`src/rtl/modport_dut_if.sv`:
```
// Command bus for the small register-file command engine.
// master issues cmd/adr/data; slave returns read data, pulses and count.
interface modport_dut_if;
   logic [3:0] cmd;
   logic [3:0] adr;
   logic [3:0] data;
   logic [3:0] rdata;
   logic       rvalid;
   logic       err;
   logic [7:0] cmd_cnt;

   modport master (
      output cmd, adr, data,
      input  rdata, rvalid, err, cmd_cnt
   );

   modport slave (
      input  cmd, adr, data,
      output rdata, rvalid, err, cmd_cnt
   );
endinterface

```
`src/rtl/modport_dut.sv`:
```
// 16x4 register file executing one command per cycle.
// Read data, valid/err pulses and a saturating command count are registered.
module modport_dut #(
   parameter logic [3:0] RESET_VAL = 4'h0
) (
   input logic          clk,
   input logic          rst,
   modport_dut_if.slave bus
);

   typedef enum logic [3:0] {
      C_NOP   = 4'd0,
      C_WRITE = 4'd1,
      C_READ  = 4'd2,
      C_INC   = 4'd3,
      C_DEC   = 4'd4,
      C_AND   = 4'd5,
      C_OR    = 4'd6,
      C_XOR   = 4'd7,
      C_CLEAR = 4'd8,
      C_RMW   = 4'd9
   } cmd_e;

   logic [3:0] mem_q [16];
   logic [3:0] mem_d [16];
   logic [3:0] rdata_q, rdata_d;
   logic       rvalid_q, rvalid_d;
   logic       err_q, err_d;
   logic [7:0] cnt_q, cnt_d;
   logic       counted;
   logic [3:0] cur;

   assign cur = mem_q[bus.adr];

   always_comb begin
      mem_d    = mem_q;
      rdata_d  = rdata_q;
      rvalid_d = 1'b0;
      err_d    = 1'b0;
      cnt_d    = cnt_q;
      counted  = 1'b1;
      // Unknown codes fall to default and are treated as illegal.
      case (bus.cmd)
         C_NOP:   counted = 1'b0;
         C_WRITE: mem_d[bus.adr] = bus.data;
         C_READ: begin
            rdata_d  = cur;
            rvalid_d = 1'b1;
         end
         C_INC:   mem_d[bus.adr] = cur + 4'd1;
         C_DEC:   mem_d[bus.adr] = cur - 4'd1;
         C_AND:   mem_d[bus.adr] = cur & bus.data;
         C_OR:    mem_d[bus.adr] = cur | bus.data;
         C_XOR:   mem_d[bus.adr] = cur ^ bus.data;
         C_CLEAR: begin
            for (int i = 0; i < 16; i++) mem_d[i] = RESET_VAL;
         end
         C_RMW: begin
            rdata_d        = cur;
            rvalid_d       = 1'b1;
            mem_d[bus.adr] = bus.data;
         end
         default: begin
            counted = 1'b0;
            err_d   = 1'b1;
         end
      endcase
      if (counted && cnt_q != 8'hFF) cnt_d = cnt_q + 8'd1;
   end

   always_ff @(posedge clk) begin
      if (rst) begin
         for (int i = 0; i < 16; i++) mem_q[i] <= RESET_VAL;
         rdata_q  <= 4'h0;
         rvalid_q <= 1'b0;
         err_q    <= 1'b0;
         cnt_q    <= 8'h00;
      end else begin
         mem_q    <= mem_d;
         rdata_q  <= rdata_d;
         rvalid_q <= rvalid_d;
         err_q    <= err_d;
         cnt_q    <= cnt_d;
      end
   end

   assign bus.rdata   = rdata_q;
   assign bus.rvalid  = rvalid_q;
   assign bus.err     = err_q;
   assign bus.cmd_cnt = cnt_q;

endmodule

```
`src/flat_wrapper.sv`:
```
// flat-port wrapper written by rule: the top's interface ports become plain ports
module modport_dut_flat 
#(
   parameter logic [3:0] RESET_VAL = 4'h0
)
  (clk, rst, bus_cmd, bus_adr, bus_data, bus_rdata, bus_rvalid, bus_err, bus_cmd_cnt);
  modport_dut_if bus_i ();
  input logic clk;
  input logic rst;
  input wire logic [$bits(bus_i.cmd)-1:0] bus_cmd;
  input wire logic [$bits(bus_i.adr)-1:0] bus_adr;
  input wire logic [$bits(bus_i.data)-1:0] bus_data;
  output wire logic [$bits(bus_i.rdata)-1:0] bus_rdata;
  output wire logic [$bits(bus_i.rvalid)-1:0] bus_rvalid;
  output wire logic [$bits(bus_i.err)-1:0] bus_err;
  output wire logic [$bits(bus_i.cmd_cnt)-1:0] bus_cmd_cnt;
  assign bus_i.cmd = bus_cmd;
  assign bus_i.adr = bus_adr;
  assign bus_i.data = bus_data;
  assign bus_rdata = bus_i.rdata;
  assign bus_rvalid = bus_i.rvalid;
  assign bus_err = bus_i.err;
  assign bus_cmd_cnt = bus_i.cmd_cnt;
  modport_dut #(.RESET_VAL(RESET_VAL)) u_core (.clk(clk), .rst(rst), .bus(bus_i));
endmodule
```
`config.mk`:
```
export PLATFORM = sky130hd
export DESIGN_NAME = modport_dut_flat
export DESIGN_NICKNAME = d
export VERILOG_FILES = /design/src/rtl/modport_dut_if.sv /design/src/rtl/modport_dut.sv /design/src/flat_wrapper.sv
export SDC_FILE = /design/constraint.sdc
export NUM_CORES = 1
export LEC_CHECK = 0
export BUFFER_PORTS_ARGS = -buffer_cell sky130_fd_sc_hd__clkbuf_2
export CAP_MARGIN = 20
export CORE_ASPECT_RATIO = 0.8
export CORE_MARGIN = 5
export CORE_UTILIZATION = 45
export DETAILED_ROUTE_END_ITERATION = 8
export GPL_TIMING_DRIVEN = 0
export HOLD_SLACK_MARGIN = 0.06
export PLACE_DENSITY = 0.72
export SLEW_MARGIN = 20
export SYNTH_ARGS = -nofsm -noshare
export SYNTH_HDL_FRONTEND = slang
export SYNTH_SLANG_ARGS = --single-unit
```
`constraint.sdc`:
```
create_clock -name clk -period 3.3 [get_ports clk]
set_input_delay 0.33 -clock clk [delete_from_list [all_inputs] [get_ports clk]]
set_output_delay 0.33 -clock clk [all_outputs]
set_load 0.02 [all_outputs]
```
After elaboration in Yosys (flattened, before gate mapping)
Cells that the tools add are included.
- flip-flop bits (word level): 78
- input port bits: 14
- output and inout bits: 14
- word-level logic and storage cells: 62
- $add $sub $neg: 3
- $lt $le $gt $ge: 2
- equal/unequal tests: 10
- mux-type cells: 15
- bitwise operators: 4
- reductions and logical operators: 8
- operators by type and width (kind ; number):
    $pmux 64 s7 ; 1
    $bwmux 64 ; 6
    $bmux 4 s4 ; 1
    $demux 4 s4 ; 1
    $eq 4x3->1 const B ; 4
    $mux 4 ; 3
    $reduce_or 10->1 ; 1
    $reduce_or 9->1 ; 1
    $add 8x1->8 const B ; 1
    $eq 4x2->1 const B ; 2
    $eq 4x4->1 const B ; 2
    $ne 8x8->1 const B ; 1
    $reduce_bool 7->1 ; 1
    $ge 5x5->1 const B ; 1
    $lt 5x1->1 const B ; 1
    $not 4->5 ; 1
    $add 4x1->4 const B ; 1
    $and 4x4->4 ; 1
    $eq 4x1->1 const B ; 1
    $logic_not 4->1 ; 1
    $or 4x4->4 ; 1
    $reduce_or 2->1 ; 2
    $sub 4x1->4 const B ; 1
    $xor 4x4->4 ; 1
    2 further kinds ; 5

Depth between registers and ports, before layout
Gate-level depths: netlist of run 1.
- depth in word-level cells: 7
- depth in mapped cells: 14
- mapped depth without buffers: 12

Worst setup path before layout of run 1
Ideal clock, no wire load.
- path type: input-to-reg
- from: input port bus_adr[0]
- to: register with a tool-made name
- library setup time: 0.127 ns
- arrival: 2.983 ns
- data required time: 3.173 ns
- slack: 0.190 ns
- stages on the path: 11
- buffers on the path: 1
- cells stage by stage: buf_6 mux4_1 mux4_2 clkinv_4 ha_1 nand2_1 nand2_1 a221oi_1 a311oi_1 a21oi_1 o211ai_2
- RTL lines (item ; line ; RTL):
    from (decl) ; flat_wrapper.sv:11 ; input wire logic [$bits(bus_i.adr)-1:0] bus_adr;

==> results of run 1 <==
[critical path, cell delays in order]
cell,delay [ns]
clkbuf_2,0.13
buf_6,0.20
mux4_1,0.62
mux4_2,0.61
ha_1,0.24
and2_1,0.21
clkbuf_1,0.24
o21ai_0,0.21
nand3_1,0.19
a21oi_1,0.27
o221ai_2,0.14
[timing repair]
action	in CTS	in global routing
resized for setup	3	16
setup buffers	0	3
gates cloned	0	0
pin swaps	0	1
endpoints found under the setup margin	18	44
[metal layers]
| metal | GRT usage [%] | share of wire [%] | vias to the layer above |
|---|---|---|---|
| li1 | - | - | 2801 |
| met1 | 41.3 | 42 | 2986 |
| met2 | 43.7 | 43 | 403 |
| met3 | 7.85 | 12 | 62 |
| met4 | 7.77 | 2.8 | 0 |
| met5 | 0 | 0 | - |
[where the power goes]
part,leakage [nW],switching [W],total (W),internal [W]
clock network,0.167,0.000460,0.00117,0.000714
registers,0.630,0.0000139,0.000973,0.000959
logic,1.37,0.000318,0.000466,0.000148
total,2.16,0.000791,0.00261,0.00182
[metrics by stage]
stage,setup TNS [ns],util [%],setup WS (ns),total power [W],hold WS (ns)
2_1_floorplan,0,-,0.190,0.00128,0.457
3_3_place_gp,-12.32,49.0,-0.525,0.00141,0.473
3_5_place_dp,-15.05,49.4,-0.610,0.00142,0.484
4_1_cts,0,52.3,0.00128,0.00257,0.438
5_1_grt,-0.0260,53.0,-0.0150,0.00268,0.474
6_report,0,53.0,0.126,0.00261,0.440
[cells in the final DEF (no fill, tap or decap), types with 4 or more instances in the layout]
master,n
o21ai_0,139
dfxtp_1,78
nand2_1,76
nor2_1,59
a21oi_1,49
clkbuf_1,40
clkbuf_2,27
a22oi_1,22
nand3_1,20
a31oi_1,18
a211o_1,14
a32o_1,14
inv_1,13
nand2b_1,12
ha_1,11
clkbuf_8,10
mux4_1,10
o21ai_2,10
clkbuf_16,9
mux4_2,8
nor2b_1,8
mux2i_1,8
nor3_1,8
nor3_2,7
o211ai_1,7
buf_6,5
buf_4,5
xnor2_1,5
or2_2,4
o221ai_2,4
o221ai_1,4
[cells by family after synthesis]
family / after synthesis / share of synthesized area (%)
XOR/XNOR: 9 / 1.39
AO/OA/AOI/OAI: 310 / 34.5
AND/OR/NAND/NOR: 217 / 17.7
flip-flops: 78 / 27.6
buffers and inverters: 71 / 6.96
multiplexers: 27 / 9.48
adder cells (fa/ha/maj): 11 / 2.43
[worst max-delay path by stage]
| stage | from | endpoint | slack [ns] |
|---|---|---|---|
| floorplan | bus_adr[0] | flop | 0.19 |
| global placement | bus_adr[0] | flop | -0.52 |
| detailed placement | bus_adr[0] | flop | -0.61 |
| CTS | bus_adr[0] | flop | 0.001 |
| global route | bus_adr[0] | flop | -0.01 |
| finish | bus_adr[0] | flop | 0.13 |
[layout make-up]
cell class / instances / area [sq um]
Tap cell: 171 / 214
Buffer: 57 / 339
Fill cell: 1173 / 5760
Sequential cell: 78 / 1560
Multi-Input combinational cell: 574 / 3820
Clock inverter: 5 / 86.3
Inverter: 14 / 57.6
Clock buffer: 11 / 253
Timing Repair Buffer: 30 / 160
==> results.toml, run 1 <==
[detailed_routing]
wl_per_cell_microns = 23.2
vias = 6252
wirelength_microns = 21800
drt_drc_violations_left = 0
ant_nets = 0
dr.pass1.iters = 6
drtIter0Drc = 805
viasPerCell = 6.65

[clocking]
clockBufferDepth = 2
clockRootBuffer = "clkbuf_16"
cts.htree.levels = 3
ctsHoldBuffers = 0
cts_made_buffers = 9
clkTransAtPathRegs_ns = 0.07
clk-insertion-delay-late_ns = 0.35
cts.sink_count = 78
cts_tree = "yes"

[synthesis]
yosys-top-cells-count = "o21ai_0 (139), dfxtp_1 (78), nand2_1 (76)"
yosysMostFrequentCell = "o21ai_0"
syn_area_sq_um = 5660
synth-main-ff-cell = "dfxtp_1"
synth_top_area_share_pct = 27.6
ys_types = 59
synth_top_cell_by_area = "dfxtp_1"
synth_nets = 748
netlist_instances = 723
avgSynthCellArea_sq_um = 7.83
synth_seq_area_share_pct = 27.6
synthTopCellsByArea = "dfxtp_1 (28%), o21ai_0 (12%), nand2_1 (5.0%)"
ys_async_sr_fraction_pct = 0
synth_edf_count = 0
ys_warn_count = 0
ys_seq_elements = 78

[floorplanning]
dieHeight_microns = 110
ios = 28
rows = 36
dieArea_sq_um = 14900
initial_utilization_pct = 46.2
die_w_microns = 135
coreArea_sq_um = 12300

[pwr]
ir_worst_vdd_mv = 0.247
p_leak_nw = 2.16
powerDensity_nw_per_um2 = 402

[global_routing]
grt_use_total_pct = 29.1
grt_pass1_vias = 5614
grt_antenna_before_repair = 0
grt_start_max_net_pins = 15
overflow = 0
grt_pass1_wl_microns = 32600

[timing]
min_period_ns = 3.17
worst_clock_skew_ns = 0.00939
slew_headroom_pct = 28.8
slew_violations = 0
worst_slew_pin_slew_ns = 1.04
clock.fmax_ghz = 0.315
hold_violations = 0
fin_crit_sh_pct = 96.2
setup_viol = 0

[final_layout]
fin_area_sq_um = 6490
fin_nets = 789
syn_to_final_growth_pct = 14.7
drive_gt1_share_pct = 15.1
stdcell_count = 940
num_antenna_cells = 0

[hold_path]
hold_depth = 3
hp-class = "in -> reg"
min_from = "bus_data[1]"

[setup_path]
reg2regPathDepth = 9
worst_ep_arrival_time_ns = 3.40
criticalPathCategory = "in -> reg"
cp.required_ns = 3.52
path_max_fanout = 10
r2r_setup_slack_ns = 0.18
cp-start-kind = "primary input"
setup.worst_path.end_class = "flop"

[flow_run]
maxCapViolations = 0

[place]
port_buffers = 26
post_dp_cell_area_sq_um = 6050
dp_cells = 921
post-dp-hpwl_microns = 16100
gp_congestion = 0.997

[run_status]
status = "completed"
(Power assumes the default switching activity.)
==> run 2, diff against run 1 <==
--- a/config.mk
+++ b/config.mk
@@ -5,6 +5,7 @@
 export SDC_FILE = /design/constraint.sdc
 export NUM_CORES = 1
 export LEC_CHECK = 0
+export ABC_AREA = 1
 export BUFFER_PORTS_ARGS = -buffer_cell sky130_fd_sc_hd__clkbuf_2
 export CAP_MARGIN = 20
 export CORE_ASPECT_RATIO = 0.8
==> run 2 against run 1 <==
Net effect: synthesized cell count up 59%; sequential share of layout area shrank 3.0 points; clock skew is 0.0012 ns lower; clock power down 14%; global-route usage increased by 2.6 points; synthesized area up 19%; sequential cell count stayed put; critical path depth increased by 5; largest cell class unchanged.
==> results.toml, run 2 <==
[run_status]
status = "completed"

[clocking]
clkTransAtPathRegs_ns = 0.07
cts_made_buffers = 9
clockBufferDepth = 2
cts.htree.levels = 3
cts.sink_count = 78
clk-insertion-delay-late_ns = 0.36
cts_tree = "yes"
cts_setup_buffers = 0
clockRootBuffer = "clkbuf_16"

[synthesis]
synth_seq_area_share_pct = 23.1
syn_area_sq_um = 6770
ys_seq_elements = 78
synthXorXnorAreaFrac_pct = 0
yosysMostFrequentCell = "nand2_1"
muxShareOfSynthArea_pct = 0
ys_types = 44
synthSimpleGateAreaFrac_pct = 35.6
synth_edf_count = 0
synth-main-ff-cell = "dfxtp_1"
ys_async_sr_fraction_pct = 0
netlist_instances = 1151
yosys-top-cells-count = "nand2_1 (330), o21ai_0 (173), inv_1 (115)"
synthAdderAreaFrac_pct = 2.03
synth_nets = 1176
synth_top_cell_by_area = "dfxtp_1"
synth_top_area_share_pct = 23.1
synth_top_family_by_area = "simple AND/OR/NAND/NOR gates"
ys_warn_count = 0
synthTopCellsByArea = "dfxtp_1 (23%), nand2_1 (18%), o21ai_0 (13%)"
avgSynthCellArea_sq_um = 5.88
synth_compound_area_share_pct = 27.3

[setup_path]
crit_top_cell = "nand2_1"
cpPeakStageDelay_ns = 0.59
cp_cell_sequence = "clkbuf_2, buf_6, buf_6, nor2_1, a21oi_1, nand2_1, nand2_1, nand2_2, nor2_8, ha_1, o21ai_1, clkbuf_1, nor3_1, nand2_1, nand2_1, a21oi_1"
setup.worst_path.end_class = "flop"
cp-start-kind = "primary input"
worst_ep_arrival_time_ns = 3.38
reg2regPathDepth = 14
cp.required_ns = 3.58
criticalPathCategory = "in -> reg"
path_max_fanout = 10
slowest_stage = "o21ai_1"

[detailed_routing]
viasPerCell = 6.05
wl_per_cell_microns = 20.7
wirelength_microns = 28600
dr.pass1.iters = 6
vias = 8356
drt_drc_violations_left = 0
ant_nets = 0
drtIter0Drc = 1347

[floorplanning]
die_w_microns = 147
ios = 28
coreArea_sq_um = 14900
initial_utilization_pct = 45.5
rows = 40
dieHeight_microns = 120
dieArea_sq_um = 17600

[timing]
fin_crit_sh_pct = 93.8
worst_slew_pin_slew_ns = 1.01
final.setup.tns_ns = 0
setup_viol = 0
slew_headroom_pct = 32.4
min_period_ns = 3.09
slew_violations = 0
clock.fmax_ghz = 0.323
rsz0062_at_grt = "no"
hold_violations = 0
worst_clock_skew_ns = 0.00822

[global_routing]
grt_antenna_before_repair = 0
grt_use_total_pct = 31.7
grt_pass1_vias = 7060
grt_start_max_net_pins = 17
grt_pass1_wl_microns = 42800
overflow = 0

[final_layout]
syn_to_final_growth_pct = 9.80
fin_nets = 1212
drive_gt1_share_pct = 10.8
final_common_cell = "nand2_1"
fin_area_sq_um = 7430
final_cell_mix = "nand2_1 (330), o21ai_0 (173), inv_1 (115)"
num_antenna_cells = 0
fillers = 1612

[place]
post-dp-hpwl_microns = 22000
gp_congestion = 1.01
port_buffers = 26
post_dp_cell_area_sq_um = 7130

[flow_run]
maxCapViolations = 0

[pwr]
clkPwrFrac_pct = 37.4
ir_worst_vdd_mv = 0.269
seqPwrFrac_pct = 37.3
intPower_w = 0.00169
p_switching_w = 0.000996
powerDensity_nw_per_um2 = 362
p_leak_nw = 3.29
power_frac_comb_pct = 25.3
p_sw_share_pct = 37.1

[hold_path]
hp-class = "in -> reg"
hold_depth = 3
## run 2: cell types whose count changed after synthesis, sizes merged, moves of 13 or more
cell,delta
a211o,-14
o21ai,+32
nand2,+267
inv,+113
nor2,+34
a211oi,+13
buf,+14
a21oi,+16
nand2b,-13
a22oi,-23
mux4,-18
nand3,+33
a32o,-14
## run 2: cell type report
cell class | count | area, sq um | share of cell area (%)
tap | 189 | 236 | 3.18
multi-input combinational | 881 | 4410 | 59.3
sequential | 78 | 1560 | 21.0
inverter | 128 | 480 | 6.47
buffer | 63 | 328 | 4.41
timing repair buffer | 26 | 130 | 1.75
clock inverter | 7 | 61.3 | 0.825
clock buffer | 9 | 225 | 3.03
## run 2: timing repair
item / in CTS / in global routing
hold buffers: 0 / 0
pin swaps: 0 / 0
setup endpoints to repair: 3 / 4
hold endpoints to repair: 0 / 0
gates resized for setup: 1 / 1
## run 2: stage by stage
stage / power (W) / setup WS (ns) / hold slack, ns / utilization, % / instances
finish: 0.00269 / 0.205 / 0.421 / 50.0 / 1381
global route: 0.00277 / 0.0740 / 0.437 / 50.0 / 1381
floorplan: 0.00145 / 0.662 / 0.454 / - / 1151
detailed placement: 0.00167 / -0.467 / 0.476 / 48.0 / 1366
CTS: 0.00266 / 0.261 / 0.405 / 50.0 / 1382
global placement: 0.00166 / -0.455 / 0.467 / 48.0 / 1366
## run 2: final timing paths
kind                                  startpoint          endpoint  slack, ns
worst max-delay path                  bus_adr[0]              flop       0.21
worst min-delay path                 bus_data[1]              flop       0.42
worst max register to register   u_core.mem_q[8]              flop       0.41
worst min register to register  u_core.mem_q[12]  u_core.mem_q[12]       0.48
## run 2: cell families after synthesis
kind of cell / after synthesis
AOI/OAI and AO/OA: 325
adders and majority gates: 11
buffers and inverters: 192
DFF: 78
and+or+nand+nor: 545
## run 2: power by group through the flow
stage,sequential [W],combinational (W),clock (W)
final,0.00100,0.000679,0.00101
after floorplan,0.00102,0.000421,0
after global placement,0.00102,0.000641,0
after global routing,0.00101,0.000726,0.00104
after detailed placement,0.00102,0.000645,0
after CTS,0.00100,0.000649,0.00101
## run 2: worst max-delay path: cells and delay by family
| family | cells | cell delay [ns] |
|---|---|---|
| simple gates | 8 | 0.96 |
| compound gates | 3 | 0.88 |
| buf+inv | 4 | 1.02 |
| fa+ha+maj | 1 | 0.18 |
## run 2: layer usage
layer	wire [microns]	vias up	share of wire [%]	track usage (%)
li1	-	3916	-	-
met4	708	0	2.5	9.08
met2	11900	569	41	46.6
met1	12300	3817	43	46.0
met3	3740	54	13	7.36
met5	0	-	0	0
